## src/rtl/display_pkg.sv

```systemverilog
// rtl/display_pkg.sv - shared BCD digit type and active-low 7-segment patterns
//
// Purpose : types, segment constants and helpers shared by the BCD counter
//           and the seven-segment decoder.
// Contents: bcd_digit_t, SEG_0..SEG_9, SEG_BLANK, BCD_MAX_DIGIT,
//           bcd_sanitize() (invalid digit -> 0).

package display_pkg;

    typedef logic [3:0] bcd_digit_t;

    localparam bcd_digit_t BCD_MAX_DIGIT = 4'd9;

    // Segment order is {g,f,e,d,c,b,a}; a 0 lights the segment.
    localparam logic [6:0] SEG_0     = 7'b1000000;
    localparam logic [6:0] SEG_1     = 7'b1111001;
    localparam logic [6:0] SEG_2     = 7'b0100100;
    localparam logic [6:0] SEG_3     = 7'b0110000;
    localparam logic [6:0] SEG_4     = 7'b0011001;
    localparam logic [6:0] SEG_5     = 7'b0010010;
    localparam logic [6:0] SEG_6     = 7'b0000010;
    localparam logic [6:0] SEG_7     = 7'b1111000;
    localparam logic [6:0] SEG_8     = 7'b0000000;
    localparam logic [6:0] SEG_9     = 7'b0010000;
    localparam logic [6:0] SEG_BLANK = 7'b1111111;

    // Non-decimal codes (A..F) are forced to zero so the counter never
    // holds an illegal BCD digit.
    function automatic bcd_digit_t bcd_sanitize(input bcd_digit_t d);
        return (d > BCD_MAX_DIGIT) ? 4'd0 : d;
    endfunction

endpackage

```

## src/rtl/seg7_decoder.sv

```systemverilog
// rtl/seg7_decoder.sv - combinational BCD digit to active-low 7-segment decoder
//
// Purpose : map one BCD digit onto the {g,f,e,d,c,b,a} segment pattern.
// Ports   : digit_i  in  4  BCD digit (values above 9 are shown blank)
//           seg_o    out 7  active-low segment pattern

module seg7_decoder
    import display_pkg::*;
(
    input  bcd_digit_t  digit_i,
    output logic [6:0]  seg_o
);

    always_comb begin
        seg_o = SEG_BLANK;
        case (digit_i)
            4'd0:    seg_o = SEG_0;
            4'd1:    seg_o = SEG_1;
            4'd2:    seg_o = SEG_2;
            4'd3:    seg_o = SEG_3;
            4'd4:    seg_o = SEG_4;
            4'd5:    seg_o = SEG_5;
            4'd6:    seg_o = SEG_6;
            4'd7:    seg_o = SEG_7;
            4'd8:    seg_o = SEG_8;
            4'd9:    seg_o = SEG_9;
            default: seg_o = SEG_BLANK;
        endcase
    end

endmodule

```

## src/rtl/tick_bcd_counter.sv

```systemverilog
// rtl/tick_bcd_counter.sv - tick-driven BCD up/down counter with multiplexed 7-segment scan
//
// Purpose : NDIG-digit BCD counter advanced by the divider tick, plus a
//           free-running scanner that multiplexes the digits onto one
//           7-segment driver.
// Ports   : clk       in   1        system clock
//           rst       in   1        asynchronous active-high reset
//           tick      in   1        count strobe (counts every cycle it is high)
//           en        in   1        count enable
//           up        in   1        1 = increment, 0 = decrement
//           clr       in   1        synchronous clear (highest priority)
//           load      in   1        synchronous load of load_val
//           load_val  in   4*NDIG   BCD load value, digit 0 in [3:0]
//           bcd       out  4*NDIG   current count, digit 0 in [3:0]
//           wrap      out  1        one-cycle pulse after a roll-over
//           seg       out  7        {g,f,e,d,c,b,a}, active-low
//           an        out  NDIG     digit anodes, active-low, an[0] = LSD

module tick_bcd_counter
    import display_pkg::*;
#(
    parameter int NDIG          = 4,
    parameter int REFRESH_COUNT = 100_000
) (
    input  logic                clk,
    input  logic                rst,
    input  logic                tick,
    input  logic                en,
    input  logic                up,
    input  logic                clr,
    input  logic                load,
    input  logic [4*NDIG-1:0]   load_val,
    output logic [4*NDIG-1:0]   bcd,
    output logic                wrap,
    output logic [6:0]          seg,
    output logic [NDIG-1:0]     an
);

    localparam int RW = (REFRESH_COUNT > 1) ? $clog2(REFRESH_COUNT) : 1;
    localparam int IW = (NDIG > 1) ? $clog2(NDIG) : 1;
    localparam logic [RW-1:0] REFRESH_LAST = RW'(REFRESH_COUNT - 1);
    localparam logic [IW-1:0] IDX_LAST     = IW'(NDIG - 1);

    // ------------------------------------------------------------------
    // Counter state
    // ------------------------------------------------------------------
    logic [4*NDIG-1:0] bcd_q, bcd_d;
    logic              wrap_q, wrap_d;
    logic [4*NDIG-1:0] step_val;
    logic [4*NDIG-1:0] load_clean;
    logic [NDIG-1:0]   at_lim;

    // Each digit moves when every lower digit sits at its limit (9 going up,
    // 0 going down). Evaluating the carry as a mask-AND rather than a rippled
    // chain keeps the per-digit logic independent of its neighbours' outputs.
    for (genvar g = 0; g < NDIG; g++) begin : g_digit
        bcd_digit_t      cur;
        bcd_digit_t      nxt;
        logic            carry_in;
        logic [NDIG-1:0] lower_mask;

        assign cur        = bcd_q[4*g +: 4];
        assign at_lim[g]  = up ? (cur == BCD_MAX_DIGIT) : (cur == 4'd0);
        assign lower_mask = NDIG'((1 << g) - 1);
        assign carry_in   = &(at_lim | ~lower_mask);

        always_comb begin
            nxt = cur;
            if (carry_in) begin
                if (up) begin
                    nxt = (cur == BCD_MAX_DIGIT) ? 4'd0 : cur + 4'd1;
                end else begin
                    nxt = (cur == 4'd0) ? BCD_MAX_DIGIT : cur - 4'd1;
                end
            end
        end

        assign step_val[4*g +: 4]   = nxt;
        assign load_clean[4*g +: 4] = bcd_sanitize(load_val[4*g +: 4]);
    end

    // clr > load > (tick & en) > hold; wrap only ever follows a counting tick.
    always_comb begin
        bcd_d  = bcd_q;
        wrap_d = 1'b0;
        if (clr) begin
            bcd_d = '0;
        end else if (load) begin
            bcd_d = load_clean;
        end else if (tick && en) begin
            bcd_d  = step_val;
            wrap_d = &at_lim;
        end
    end

    always_ff @(posedge clk or posedge rst) begin
        if (rst) begin
            bcd_q  <= '0;
            wrap_q <= 1'b0;
        end else begin
            bcd_q  <= bcd_d;
            wrap_q <= wrap_d;
        end
    end

    // ------------------------------------------------------------------
    // Display scanner
    // ------------------------------------------------------------------
    logic [RW-1:0]   refresh_q, refresh_d;
    logic [IW-1:0]   idx_q, idx_d;
    logic [NDIG-1:0] an_q, an_d;
    logic [6:0]      seg_q, seg_d;
    bcd_digit_t      sel_digit;
    logic [6:0]      sel_seg;
    logic            refresh_done;

    assign refresh_done = (refresh_q == REFRESH_LAST);

    always_comb begin
        refresh_d = refresh_done ? '0 : refresh_q + 1'b1;
        idx_d     = idx_q;
        if (refresh_done) begin
            idx_d = (idx_q == IDX_LAST) ? '0 : idx_q + 1'b1;
        end
    end

    assign sel_digit = bcd_q[4*idx_q +: 4];

    seg7_decoder u_seg7_decoder (
        .digit_i (sel_digit),
        .seg_o   (sel_seg)
    );

    // an and seg are both registered from the same idx_q, so the lit anode
    // and its pattern always change on the same edge.
    always_comb begin
        an_d  = ~(NDIG'(1) << idx_q);
        seg_d = sel_seg;
    end

    always_ff @(posedge clk or posedge rst) begin
        if (rst) begin
            refresh_q <= '0;
            idx_q     <= '0;
            an_q      <= '1;
            seg_q     <= SEG_BLANK;
        end else begin
            refresh_q <= refresh_d;
            idx_q     <= idx_d;
            an_q      <= an_d;
            seg_q     <= seg_d;
        end
    end

    assign bcd  = bcd_q;
    assign wrap = wrap_q;
    assign an   = an_q;
    assign seg  = seg_q;

endmodule
```

## config.mk

```make
export PLATFORM = sky130hd
export DESIGN_NAME = tick_bcd_counter
export DESIGN_NICKNAME = d
export VERILOG_FILES = /design/src/rtl/display_pkg.sv /design/src/rtl/seg7_decoder.sv /design/src/rtl/tick_bcd_counter.sv
export SDC_FILE = /design/constraint.sdc
export NUM_CORES = 1
export LEC_CHECK = 0
export CAP_MARGIN = 40
export CELL_PAD_IN_SITES_DETAIL_PLACEMENT = 1
export CELL_PAD_IN_SITES_GLOBAL_PLACEMENT = 1
export CORE_MARGIN = 4
export CORE_UTILIZATION = 44
export DETAILED_ROUTE_END_ITERATION = 6
export HOLD_SLACK_MARGIN = 0.08
export PLACE_DENSITY = 0.95
export SYNTH_ARGS = -nofsm -noshare
export SYNTH_HDL_FRONTEND = slang
export SYNTH_SLANG_ARGS = --single-unit
```

## constraint.sdc

```tcl
create_clock -name clk -period 3.7 [get_ports clk]
set_clock_uncertainty 0.15 [all_clocks]
set_input_delay 0.555 -clock clk [delete_from_list [all_inputs] [get_ports clk]]
set_output_delay 0.555 -clock clk [all_outputs]
set_load 0.005 [all_outputs]
```

==> results of run 1 <==
## per-layer routing
layer  vias to the layer above  routed length (um)  track usage
met4                         0                 159       0.0674
met5                         -                   0            0
met3                        14                 396       0.0329
met1                      1487                4080        0.293
li1                       1386                   -            -
met2                        82                4830        0.403
## cell usage in the layout, fill, tap and decap left out, drive strengths merged, types with 8 or more instances in the layout
cell	netlist	final
o21ai	23	23
a21oi	22	22
nand3	21	21
ha	25	25
nand2	25	25
clkdlybuf4s50	0	50
dfstp	11	11
xnor2	9	9
nand2b	8	8
inv	27	27
dfrtp	36	36
nor2	31	31
nor3	12	12
## area by class of cell
class	instances	area share
inverter	27	0.0254
clock buffer	6	0.0182
tap	99	0.0311
sequential	47	0.299
timing repair buffer	55	0.138
clock inverter	2	0.0151
multi-input combinational	272	0.473
## power by group
group	switching (mW)	internal, mW
registers	0.0379	0.543
clock network	0.187	0.270
logic	0.140	0.135
total	0.365	0.948
## cell families after synthesis
group	count (synthesis)	share of synthesized area
XOR/XNOR	16	0.0431
AND/OR/NAND/NOR	131	0.213
flip-flops	47	0.366
AO/OA/AOI/OAI	88	0.173
adder cells (fa/ha/maj)	25	0.0963
buffers and inverters	44	0.0535
multiplexers	12	0.0551
## sequential cells by signal (all words and copies together) (netlist names)
register   flops
an             4
bcd           16
idx_q          2
refresh_q     17
seg            7
wrap           1
## worst max-delay path by stage
stage / slack [ns] / to
after global placement: 0.75 / bcd[10]$_DFFE_PP0P_
after CTS: 0.93 / bcd[1]$_DFFE_PP0P_
after global routing: 0.80 / bcd[1]$_DFFE_PP0P_
after detailed placement: 0.65 / bcd[1]$_DFFE_PP0P_
final: 0.89 / bcd[1]$_DFFE_PP0P_
after floorplan: 1.20 / bcd[10]$_DFFE_PP0P_
## worst max-delay path, cell delays in order
cell,delay (ns)
clkdlybuf4s50_1,0.69
buf_4,0.35
inv_1,0.25
nor2_1,0.09
or4_1,0.51
a221oi_1,0.40
==> results.toml, run 1 <==
[outcome]
status = "finished, final reports clean"

[synthesis]
postSynthCellCount = 363
yosysTopAreaCell = "dfrtp_1"
synthArstFlopShare = 1.00
synthTopCellsByCount = "dfrtp_1, nor2_1, inv_1"
synth_area_leaders = "dfrtp_1, ha_1, dfstp_2"
synth.avg_cell_area_um2 = 8.95
yosysTopAreaCellShare = 0.277
ys_ff_latch = 47
synth_edf_count = 0
syn_nets = 411
synth_seq_area_share = 0.366
synth_cell_types = 62
synth.most_common_cell = "dfrtp_1"
synthFlopType = "dfrtp_1"
yosysWarningCount = 0
synth_area_um2 = 3250

[clock_tree]
numCtsBuffers = 5
cts_max_path_buffers = 2
cts_tree = "built"
clock_latency_ns = 0.31
numClockSinks = 47
cts.reportedPaths.clkPinSlew_ns = 0.10
htree_num_levels = 2
post_cts_buffers = 0
cts_root_buf = "clkbuf_8"
cts_resized = 0
cts_hold_buf = 0

[grt]
grt_pass1_wl_mm = 16.2
antenna_found_initial = 0
grt_pass1_vias = 3211
grt.overflow.total = 0
grt_max_degree = 39
grt_util_all_layers = 0.230

[placed_design]
dp_hpwl_mm = 6.89
io_buffers = 50
dpl_cell_area_um2 = 3850
place_ws_ns = 0.655
gp_congestion = 0.867
placed_cells = 500

[detailed_routing]
wire_per_inst_um = 18.6
routed_via_density = 5.84
drt_wl_total_mm = 9.46
vias = 2969
drt_iter0_markers = 199
drc = 0
postRouteAntennaNets = 0
first_pass_iters = 4

[timing]
setup_violations = 0
period_share = 0.758
slew_headroom = 0.623
slew_viol_final = 0
fin_ws_ns = 0.894
fmax_mhz = 356
min_period_ns = 2.81
finalHoldViolations = 0
worst_pin_slew_ns = 0.551
tns_ns = 0
whs_ns = 0.337
rsz0062_at_grt = "false"

[critical_path]
crit_type = "primary input to register"
worstPathRequired_ns = 3.74
path_max_fanout = 18
arrival_ns = 2.84
critical_path.startpoint_type = "primary input"
r2r_start = "bcd[4]$_DFFE_PP0P_"
reg2reg_slack_ns = 1.12
worstReg2RegEnd = "bcd[10]$_DFFE_PP0P_"
reg2regPathDepth = 7
worstSetupEndpointType = "register"
startpoint = "up"

[layout]
nets = 456
fin_util = 0.552
diodes = 0
multiInputGateArea_um2 = 1890
syn_to_final_growth_pct = 22.6
final_cells = 508
fill_cells = 857
finalInstanceArea_um2 = 3980
drive_above_1_share = 0.105
seqCellArea_um2 = 1190

[power]
p_leak_nw = 1.64
ir_worst_vdd_mv = 0.181
totalPowerFinal_mw = 1.31
p_per_area_nw_per_um2 = 330

[floorplan]
start_util = 0.450
die_area_um2 = 8820
die_h_um = 93.9
die_w_um = 93.9
coreArea_um2 = 7210
io-pin-count = 51
row_count = 31

[flow_run]
cap_violations = 0

[hold_path]
hold_path.class = "primary input to async pin"
No activity file was read; power rests on OpenSTA's default activity.
==> inputs of run 2 (changes only) <==
Settings changed: CORE_UTILIZATION 44 to 41, PLACE_DENSITY 0.95 to 0.9.
Clock period 3.7 ns to 2.85 ns, I/O delays scaled along.
==> results.toml, run 2 (synthesized netlist as in run 1, its figures left out) <==
[grt]
grt_pass1_vias = 3212
grt_max_degree = 30
antenna_found_initial = 0
grt_pass1_wl_mm = 15.8
grt.overflow.total = 0
grt_util_all_layers = 0.203

[layout]
largest_register = "refresh_q"
fill_cells = 906
drive_above_1_share = 0.123
nets = 463
fin_util = 0.519
mostFrequentLayoutCell = "clkdlybuf4s50_1"
final_cells = 518
diodes = 0
largest_reg_flops = 17
final_cell_mix = "clkdlybuf4s50_1, dfrtp_1, nor2_1"
syn_to_final_growth_pct = 23.4

[placed_design]
placed_cells = 510
gp_congestion = 0.880
io_buffers = 50
place_ws_ns = 0.125
dp_hpwl_mm = 7.03

[critical_path]
cpMostUsedCell = "or4b_1"
arrival_ns = 2.69
cpMaxStageDelayCell = "or4b_1"
path_max_fanout = 11
crit_path_max_incr_delay_ns = 0.53
crit_type = "register to register"
crit_family = "simple AND/OR/NAND/NOR gates"
worst-path-buf-inv = 0
critical_path.startpoint_type = "register"
worstPathRequired_ns = 2.91
worstSetupEndpointType = "register"
cp_cell_sequence = "or4b_1 -> or4b_1 -> nor4_2 -> and3_2 -> mux2_2"

[detailed_routing]
drt_iter0_markers = 187
postRouteAntennaNets = 0
drt_wl_total_mm = 9.43
first_pass_iters = 4
routed_via_density = 5.72
drc = 0
vias = 2961
wire_per_inst_um = 18.2

[floorplan]
coreArea_um2 = 7730
start_util = 0.420
die_w_um = 97.0
die_area_um2 = 9410
die_h_um = 97.0
io-pin-count = 51
row_count = 32

[clock_tree]
clock_latency_ns = 0.32
post_cts_buffers = 0
numCtsBuffers = 5
cts_tree = "built"
cts_hold_buf = 0
cts_root_buf = "clkbuf_8"
cts_resized = 0
numClockSinks = 47
cts_max_path_buffers = 2
htree_num_levels = 2
cts.reportedPaths.clkPinSlew_ns = 0.10

[timing]
period_share = 0.923
min_period_ns = 2.63
fmax_mhz = 380
slew_viol_final = 0
fin_ws_ns = 0.220
slew_headroom = 0.584
rsz0062_at_grt = "false"
setup_violations = 0
tns_ns = 0
worst_pin_slew_ns = 0.621
finalHoldViolations = 0

[power]
p_per_area_nw_per_um2 = 411
ir_worst_vdd_mv = 0.202
p_leak_nw = 1.66

[hold_path]
hold_path.class = "primary input to async pin"

[flow_run]
cap_violations = 0

[outcome]
status = "finished, final reports clean"
==> run 2: cell count changes in the layout (fill, tap and decap cells not counted), sizes merged <==
cell      previous run  this run
bufinv               2         1
clkinvlp             0         1
clkbuf               6         5
buf                  5        12
inv                 27        28
==> run 2: routing by layer <==
metal,GRT usage,part of all wire,routed length (um),up-vias
li1,-,-,-,1393
met1,0.243,0.43,4030,1483
met2,0.363,0.51,4780,67
met3,0.0389,0.044,414,18
met4,0.0670,0.022,208,0
met5,0,0,0,-
==> run 2: per-stage QoR <==
| stage | hold slack (ns) | power, mW | cell area (um^2) |
|---|---|---|---|
| after floorplan | 0.301 | 0.944 | 3250 |
| after global placement | 0.323 | 1.10 | 3890 |
| after detailed placement | 0.334 | 1.12 | 3890 |
| after CTS | 0.320 | 1.65 | 4010 |
| after global routing | 0.345 | 1.73 | 4010 |
| final | 0.314 | 1.65 | 4010 |
==> run 2: layout make-up <==
cell class                      instances  area, um^2  share of cell area
Multi-Input combinational cell        272        1890               0.470
Clock inverter                          3        46.3              0.0115
Timing Repair Buffer                   62         591               0.147
Tap cell                              102         128              0.0318
Clock buffer                            5        68.8              0.0172
Inverter                               27         101              0.0253
Sequential cell                        47        1190               0.297
==> run 2: final timing paths <==
| check | startpoint | endpoint | cells past startpoint | slack (ns) |
|---|---|---|---|---|
| worst min register to register | refresh_q[0]$_DFF_PP0_ | refresh_q[0]$_DFF_PP0_ | 1 | 0.35 |
| min in group clk | refresh_q[0]$_DFF_PP0_ | refresh_q[0]$_DFF_PP0_ | 1 | 0.35 |
| worst min-delay path | rst | refresh_q[13]$_DFF_PP0_ | 2 | 0.31 |
| worst max register to register | refresh_q[12]$_DFF_PP0_ | idx_q[1]$_DFFE_PP0N_ | 5 | 0.22 |
| worst max-delay path | refresh_q[12]$_DFF_PP0_ | idx_q[1]$_DFFE_PP0N_ | 5 | 0.22 |
| max in group asynchronous | rst | seg[1]$_DFF_PP1_ | 3 | 1.58 |
==> run 2: worst reg2reg max path: stages (launching register included) <==
cell     delay, ns
dfrtp_1       0.44
or4b_1        0.53
or4b_1        0.53
nor4_2        0.15
and3_2        0.36
mux2_2        0.36
==> run 2: report_power, final <==
group | switching, mW | internal [mW] | total (mW)
Combinational | 0.189 | 0.181 | 0.370
Clock | 0.265 | 0.265 | 0.530
Sequential | 0.0415 | 0.705 | 0.747
==> inputs of run 3 (changes only) <==
Settings changed: TNS_END_PERCENT set to 50.
==> results of run 3 <==
Same layout as run 2: the final DEF is identical, and so are final timing and power.
==> edit: new RTL, flow settings as in run 1 <==
The output `seg` loses its register stage (`seg_q` becomes a continuous assignment).
--- a/src/rtl/tick_bcd_counter.sv
+++ b/src/rtl/tick_bcd_counter.sv
@@ -143,14 +143,14 @@
             refresh_q <= '0;
             idx_q     <= '0;
             an_q      <= '1;
-            seg_q     <= SEG_BLANK;
         end else begin
             refresh_q <= refresh_d;
             idx_q     <= idx_d;
             an_q      <= an_d;
-            seg_q     <= seg_d;
         end
     end
+
+    assign seg_q = seg_d;
 
     assign bcd  = bcd_q;
     assign wrap = wrap_q;
Formal check against the unedited RTL: not equivalent (Yosys sat finds a counterexample within 4 cycles, from zero or initial values and one cycle with rst high).
==> edit against run 1 <==
Wire length decreased by 3.5%; non-clock buffer count is 1 lower; combinational power fell by 5%; first-iteration DRC count increased by 18%; synthesized area is 6.1% lower; sequential cell count down 7; setup slack worse by 0.56 ns; final area is 7.9% lower; count of clock-buffer cells in the layout did not move; sequential power decreased by 17%; total power down 21%; utilization decreased by 0.91 points; critical path type is now flip-flop to primary output; largest cell class unchanged.
==> edit: results (changes against run 1) <==
metric	value	unit	change
clkCellAreaFrac	0.0232		-0.0101
slew_headroom	0.506		-0.118
topRoutingLayerUsed	met4		
dr_wl_met3	424	um	+7.1%
crit_start	idx_q[0]		
use_met1	0.277		-0.0158
grt_use_total	0.226		-0.00368
seq_share	0.274		-0.0246
synth.area.mux_share	0.0558		+0.000697
synth_cell_type_count	66		+6.5%
crit_path_end	seg[3]		
synth.net_count	388		-5.6%
drive_above_1_share	0.0775		-0.0276
synthArstFlopShare	1.00		unchanged
cp_slowest_cell	mux4_1		
synthTopCellsByArea	dfrtp_1, ha_1, nand2_1, o21ai_0, dfstp_2		
worst_r2r_endpoint	bcd[15]		
synthAdderAreaFrac	0.103		+0.00624
route.met2.wl	4610	um	-4.6%
peakVddDrop	0.136	mV	-25%
ff2ff_setup_slack	1.24	ns	+0.12 ns
grt_pass1_wl	15300	um	-5.6%
clk_pin_slew	0.08	ns	-0.02 ns
hold_slack	0.356	ns	+0.0186 ns
whs_path_depth	1		
p_sw	329	uW	-9.9%
leakage	0.00152	uW	-7.6%
drtIter0Drc	234		+18%
synth-xor-area-share	0.0488		+0.00566
grt_pass1_vias	2971		-7.5%
fillers	815		-4.9%
n_antenna_cell	0		unchanged
inv_count	25		-7.4%
grt_use_met3	0.0315		-0.00137
multiInputCombCellCount	260		-4.4%
use_met2	0.400		-0.00356
gp_congestion	0.862		-0.52%
p_comb	261	uW	-5%
power_frac_seq	0.463		+0.021
ys_seq_area_frac	0.330		-0.0365
synth_commonest_cells	dfrtp_1, nand2_1, nor2_1, ha_1		
ys_seq_elements	40		-15%
cts_buffer_depth	2		unchanged
wirelength	9130	um	-3.5%
hold_class	flip-flop to flip-flop		
vias	2850		-4.0%
status	complete, no violations		
dp_hpwl	6770	um	-1.8%
ff2ff_path_depth	6		-1
p_total	1040	uW	-21%
num-nonclk-buffers	54		-1.8%
grt_max_degree	41		+5.1%
io_buffers	50		unchanged
multi_input_area	1850	sq um	-1.7%
cp_max_fo	6		-12
met1_length	3800	um	-6.7%
synth-compound-area-share	0.191		+0.0186
nNetsFinal	434		-4.8%
==> edit: cell types whose count changed in the layout (fill, tap and decap cells not counted), moves of 3 or more <==
| cell | delta |
|---|---|
| nand3_1 | -5 |
| inv_1 | -3 |
| nor2_1 | -5 |
| dfstp_2 | -7 |
| nand2_1 | +7 |
| o211ai_1 | +6 |
| o31ai_1 | -3 |
| or3b_2 | -3 |
| a21oi_1 | -12 |
| nor3_1 | -4 |
==> edit: through the flow <==
step | area (sq um) | cells | util | setup WS, ns
after detailed placement | 3580 | 459 | 0.531 | 0.631
after global routing | 3670 | 467 | 0.543 | 0.176
after CTS | 3670 | 467 | 0.543 | 0.321
after global placement | 3580 | 459 | 0.531 | 0.738
final | 3670 | 467 | 0.543 | 0.331
after floorplan | 3050 | 340 | - | 1.28
==> edit: critical path: cells and delay by family, from the launching register on <==
family	cells	cell delay [ns]
compound gates	1	0.17
fa+ha+maj	1	0.28
buf+inv	2	0.72
flops	1	0.49
mux	1	0.70
